File: config.mk
export PLATFORM = sky130hd
export DESIGN_NAME = cdc_hs_src
export DESIGN_NICKNAME = d
export VERILOG_FILES = /design/src/rtl/cdc_hs_src.sv
export SDC_FILE = /design/constraint.sdc
export NUM_CORES = 1
export LEC_CHECK = 0
export ABC_AREA = 1
export CAP_MARGIN = 20
export CORE_MARGIN = 2
export CORE_UTILIZATION = 39
export CTS_CLUSTER_SIZE = 40
export DETAILED_ROUTE_END_ITERATION = 6
export PLACE_DENSITY = 0.76
export SYNTH_ARGS = -nofsm -noshare
export SYNTH_HDL_FRONTEND = slang
export SYNTH_SLANG_ARGS = --single-unit
export TNS_END_PERCENT = 100
File: constraint.sdc
create_clock -name clk_i -period 1.8 [get_ports clk_i]
set_clock_uncertainty 0.15 [all_clocks]
set_input_delay 0.36 -clock clk_i [delete_from_list [all_inputs] [get_ports clk_i]]
set_output_delay 0.36 -clock clk_i [all_outputs]
set_load 0.005 [all_outputs]
File: src/rtl/cdc_hs_src.sv
// rtl/cdc_hs_src.sv - source endpoint of a four-phase req/ack clock-domain-crossing handshake
module cdc_hs_src #(
    parameter int WIDTH       = 32,
    parameter int SYNC_STAGES = 2,
    parameter int TIMEOUT     = 0
) (
    input  logic             clk_i,
    input  logic             rst_i,
    input  logic             valid_i,
    output logic             ready_o,
    input  logic [WIDTH-1:0] data_i,
    output logic             req_o,
    output logic [WIDTH-1:0] data_o,
    input  logic             ack_i,
    output logic             busy_o,
    output logic             done_o,
    output logic             err_o
);

    typedef enum logic [1:0] {
        IDLE,
        REQ,
        DRAIN
    } state_t;

    state_t           state_q, state_d;
    logic             req_q, req_d;
    logic [WIDTH-1:0] data_q, data_d;
    logic             err_q, err_d;
    logic             done_q, done_d;
    logic             ack_s;
    logic             accept;
    logic             timeout_hit;

    (* ASYNC_REG = "TRUE" *) logic [SYNC_STAGES-1:0] ack_sync_q;
    // The synchroniser restarts from 0 on reset, so ready is held off until the
    // chain has refilled with the real ack_i level; a stale ack is then seen.
    logic [SYNC_STAGES-1:0] primed_q;

    always_ff @(posedge clk_i) begin
        if (rst_i) begin
            ack_sync_q <= '0;
            primed_q   <= '0;
        end else begin
            ack_sync_q <= {ack_sync_q[SYNC_STAGES-2:0], ack_i};
            primed_q   <= {primed_q[SYNC_STAGES-2:0], 1'b1};
        end
    end

    assign ack_s   = ack_sync_q[SYNC_STAGES-1];
    assign ready_o = (state_q == IDLE) && !ack_s && !rst_i && primed_q[SYNC_STAGES-1];
    assign accept  = valid_i && ready_o;

    generate
        if (TIMEOUT > 0) begin : g_timeout
            localparam int CW = $clog2(TIMEOUT + 1);
            logic [CW-1:0] cnt_q;

            always_ff @(posedge clk_i) begin
                if (rst_i) begin
                    cnt_q <= '0;
                end else if (accept) begin
                    cnt_q <= '0;
                end else if ((state_q == REQ) && (cnt_q != '1)) begin
                    cnt_q <= cnt_q + CW'(1);
                end
            end

            assign timeout_hit = (state_q == REQ) && (cnt_q == CW'(TIMEOUT - 1));
        end else begin : g_no_timeout
            assign timeout_hit = 1'b0;
        end
    endgenerate

    always_comb begin
        state_d = state_q;
        req_d   = req_q;
        data_d  = data_q;
        err_d   = err_q;
        done_d  = 1'b0;
        case (state_q)
            IDLE: begin
                if (accept) begin
                    data_d  = data_i;
                    req_d   = 1'b1;
                    err_d   = 1'b0;
                    state_d = REQ;
                end
            end
            REQ: begin
                // A real ack takes priority over an expiring timeout.
                if (ack_s) begin
                    req_d   = 1'b0;
                    state_d = DRAIN;
                end else if (timeout_hit) begin
                    req_d   = 1'b0;
                    err_d   = 1'b1;
                    state_d = DRAIN;
                end
            end
            DRAIN: begin
                if (!ack_s) begin
                    state_d = IDLE;
                    done_d  = !err_q;
                end
            end
            default: begin
                state_d = IDLE;
                req_d   = 1'b0;
            end
        endcase
    end

    always_ff @(posedge clk_i) begin
        if (rst_i) begin
            state_q <= IDLE;
            req_q   <= 1'b0;
            data_q  <= '0;
            err_q   <= 1'b0;
            done_q  <= 1'b0;
        end else begin
            state_q <= state_d;
            req_q   <= req_d;
            data_q  <= data_d;
            err_q   <= err_d;
            done_q  <= done_d;
        end
    end

    assign req_o  = req_q;
    assign data_o = data_q;
    assign err_o  = err_q;
    assign done_o = done_q;
    assign busy_o = (state_q != IDLE);

endmodule

## Word-level counts from Yosys, hierarchy flattened

Cells that the tools add are included.
Widths: inputs -> output; s select.

| word-level totals | value |
|---|---|
| register bits | 40 |
| input bits | 36 |

| cells by class | value |
|---|---|
| equality and inequality tests | 5 |
| muxes and demuxes | 8 |
| bitwise gates (word level) | 1 |
| reduce and logical (&&, ||, !) cells | 12 |

Operators with widths:

| kind | count |
|---|---|
| $mux 2 | 3 |
| $ne 2x2->1 const B | 3 |
| $pmux 2 s3 | 1 |
| $reduce_and 3->1 | 2 |
| $logic_and 1x1->1 | 4 |
| $mux 1 | 3 |
| $pmux 1 s3 | 1 |
| $reduce_or 3->1 | 1 |
| $eq 2x1->1 const B | 1 |
| $eq 2x2->1 const B | 1 |
| $logic_not 1->1 | 2 |
| $logic_not 2->1 | 1 |
| $reduce_and 2->1 | 1 |
| $reduce_bool 2->1 | 1 |
| $not 1->1 | 1 |

## Depth between registers and ports, before layout

| depth | value |
|---|---|
| depth after elaboration | 7 |
| gate-level depth with buffers | 8 |

## Least setup slack after synthesis

Ideal clock, no wire load.

| timing path | value |
|---|---|
| path kind | input to register |
| start point | input port rst_i |
| end point | register data_q[0] (netlist: data_o[0]) |
| library setup time | 0.113 ns |
| data arrival time | 1.108 ns |
| slack | 0.430 ns |
| stages on the path | 7 |
| path buffers | 3 |
| cells stage by stage | buf_6 nor2_4 nand4_2 buf_4 buf_2 nor2_1 nor2_1 |

| on the way | value |
|---|---|
| cells in the longest elaborated chain, start to end | 5 |

Ends and longest elaborated chain:

| item | line | RTL |
|---|---|---|
| start: declaration | 8 | `input logic rst_i,` |
| $logic_not 1->1 | 51 | `assign ready_o = (state_q == IDLE) && !ack_s && !rst_i && primed_q[SYNC_STAGES-1];` |
| $logic_and 1x1->1 (2 in series) | 51 |  |
| $logic_and 1x1->1 | 52 | `assign accept = valid_i && ready_o;` |
| $reduce_and 2->1 (no line) | -- |  |
| end signal: assignment | 124 | `data_q <= data_d;` |
| end: declaration | 28 | `logic [WIDTH-1:0] data_q, data_d;` |

Parallel ways exist; a longest one is shown, timed or not.
A chain may end at the register's enable or synchronous reset.

## Final worst setup path

| timing path | value |
|---|---|
| start point | register data_q[26] (netlist: data_o[26]) |
| end point | output port data_o[26] |

RTL lines:

| item | line | RTL |
|---|---|---|
| end: declaration | 13 | `output logic [WIDTH-1:0] data_o,` |

No word-level cell between the ends.

==> summary.txt <==
met1 global-route usage: 0.172
clock latency on the worst-skew pair: 0.28 ns
post-synth cell types: 19
share of cell area taken by muxes after synthesis: 0
vias post-DR: 1485
Critical Path RT: 1.29 ns
peak supply drop: 0.000445 V
RSZ-0062 raised after global routing: false
syn_area_per_cell: 6.78 um^2
Die X-Extent: 68.1 um
GP Congestion: 0.698
CP bufs+invs: 1
total grt overflow: 0
Die Y: 68.1 um
io pins: 73
FFs w/ async S/R, synth: 0
post-route minimum period: 1.64 ns
xor and xnor area share after synthesis: 0
# clock sinks: 40
vias per cell: 4.09
outcome: completed
DRT Pass-1 Iters: 2
IO buf count: 71
Yosys warning total: 0
EDFF count, synth: 0
most used routing layer in global routing: met2
adder-cell area share of the yosys netlist: 0
DRT Wirelength: 3.26 mm
placed cell area: 2370 um^2
R2R setup slack: 0.38 ns
Std-Cell Rows: 23
ys flop type: dfxtp_1
CP top delay family: buffers and inverters
drc violations: 0
pwr dens: 705 nW/um^2
CP Max Fanout: 2
dpl hpwl: 2.27 mm
Initial Util: 0.403
top achievable clock speed: 609 MHz
most common cell after layout, fill and taps aside: clkdlybuf4s50_1
H-tree levels: 2
final setup fails: 0
per-cell routed wire length: 8.98 um
Layout fillers: 370
Synth Area in Compound Gates: 0.0109
area of the multi-input gates: 577 um^2
Die Footprint: 4630 um^2
global-route wire length before repair: 5.38 mm
final hold violation count: 0
Pleak: 1.24 nW
CP Cell Sequence: clkdlybuf4s50_1
hold_ws: 0.249 ns
FF-to-FF End: data_o[29]
crit start category: flip-flop
finished layout cell area: 2490 um^2
total CTS buffers: 5
initial antenna violation count: 0
critical path launch point: data_o[26]
most frequent cells in the layout: 68 x clkdlybuf4s50_1, 67 x nor2_1, 67 x nand2_1, 39 x inv_1, 37 x dfxtp_1
vias in the first global route: 1371
GR Util met2: 0.260
cell count after synthesis: 236
Pins Over Slew Limit: 0
Critical Path Sink Type: primary output
# nets final: 348
crit-path max cell delay: 0.51 ns
CTS clk-pin slew, worst paths: 0.07 ns
crit path to: data_o[26]
root buf cell: clkbuf_8
register area share after synthesis: 0.500
CP max-delay cell: clkdlybuf4s50_1
n_diodes: 0
core area: 3970 um^2
final period utilization: 0.912
largest family of logic cells by synthesized area: simple AND/OR/NAND/NOR gates
area of the mapped netlist: 1600 um^2
Critical Setup Path Class: reg -> out
Setup WS pre-CTS: -0.291 ns
Clock Tree Buf Depth: 2
Detail Route Antenna Nets: 0
Hold Crit Class: reg -> reg
DRT iter0 DRCs: 50
synthesized net count: 272
Synth Area in Simple Gates: 0.347
R2R depth: 7
Worst path depth: 1
synthesis-to-finish area growth: 55.4%
pin count of the biggest net entering global routing: 37
layout cells sized above 1: 0.0735
Reg area: 805 um^2
setup ws final: 0.159 ns
Total GRT Usage: 0.152
worst endpoint data arrival time: 1.13 ns
flops & latches, synth: 40
M3 GR Usage: 0.0559
max-cap check violation count: 0
Worst R2R Start: state_q[1]
CTS tree: done
==> registers in the layout, summed over array words and instances (netlist names) <==
name and flops:
done_o 1, state_q 2, primed_q 2, req_o 1
ack_sync_q 2, data_o 32
==> power breakdown <==
part | total, mW | internal, mW | switching [mW]
Clock | 0.594 | 0.312 | 0.282
Sequential | 0.930 | 0.916 | 0.0139
Combinational | 0.230 | 0.146 | 0.0843
==> worst min path at each step <==
stage,startpoint,endpoint,slack [ns],cells past startpoint
floorplan,ack_sync_q[0],ack_sync_q[1],0.24,2
detailed placement,ack_sync_q[0],ack_sync_q[1],0.25,2
finish,ack_sync_q[0],ack_sync_q[1],0.25,2
CTS,ack_sync_q[0],ack_sync_q[1],0.25,2
global placement,ack_sync_q[0],ack_sync_q[1],0.24,2
global route,ack_sync_q[0],ack_sync_q[1],0.26,2
==> area by class of cell <==
type                            instances  area share
Timing Repair Buffer                   81       0.324
Inverter                               39      0.0589
Tap cell                               50      0.0252
Sequential cell                        40       0.323
Multi-Input combinational cell        145       0.232
Clock buffer                            8      0.0362
==> cell families after synthesis <==
logic type	after synthesis
other	1
DFF	40
and+or+nand+nor	141
buffers and inverters	51
AOI/OAI and AO/OA	3
==> per-stage QoR <==
stage,setup TNS (ns),cells,utilization,power (mW)
finish,0,363,0.626,1.75
global route,0,363,0.626,1.84
CTS,0,363,0.626,1.78
detailed placement,-1.43,351,0.596,1.18
global placement,-1.44,351,0.596,1.18
floorplan,0,236,-,1.03
==> per-layer routing <==
metal	share of wire	wire (um)	vias to the layer above
met5	0	0	-
met1	0.45	1460	619
met3	0.089	289	5
met2	0.45	1470	45
met4	0.013	42	0
li1	-	-	816
==> what timing repair did <==
item	4_1_cts	5_1_grt
gates resized for setup	6	0
hold buffers	0	0
endpoints found under the setup margin	2	0
setup buffers	4	0
==> synth_stat cells, types with 2 or more instances <==
cell / count / share of area
a21oi_1: 2 / 0.0063
buf_2: 4 / 0.013
buf_4: 3 / 0.014
buf_6: 2 / 0.014
clkbuf_1: 2 / 0.0047
dfxtp_1: 40 / 0.50
inv_1: 39 / 0.091
nand2_1: 67 / 0.16
nor2_1: 67 / 0.16
No activity file was read; power rests on OpenSTA's default activity.
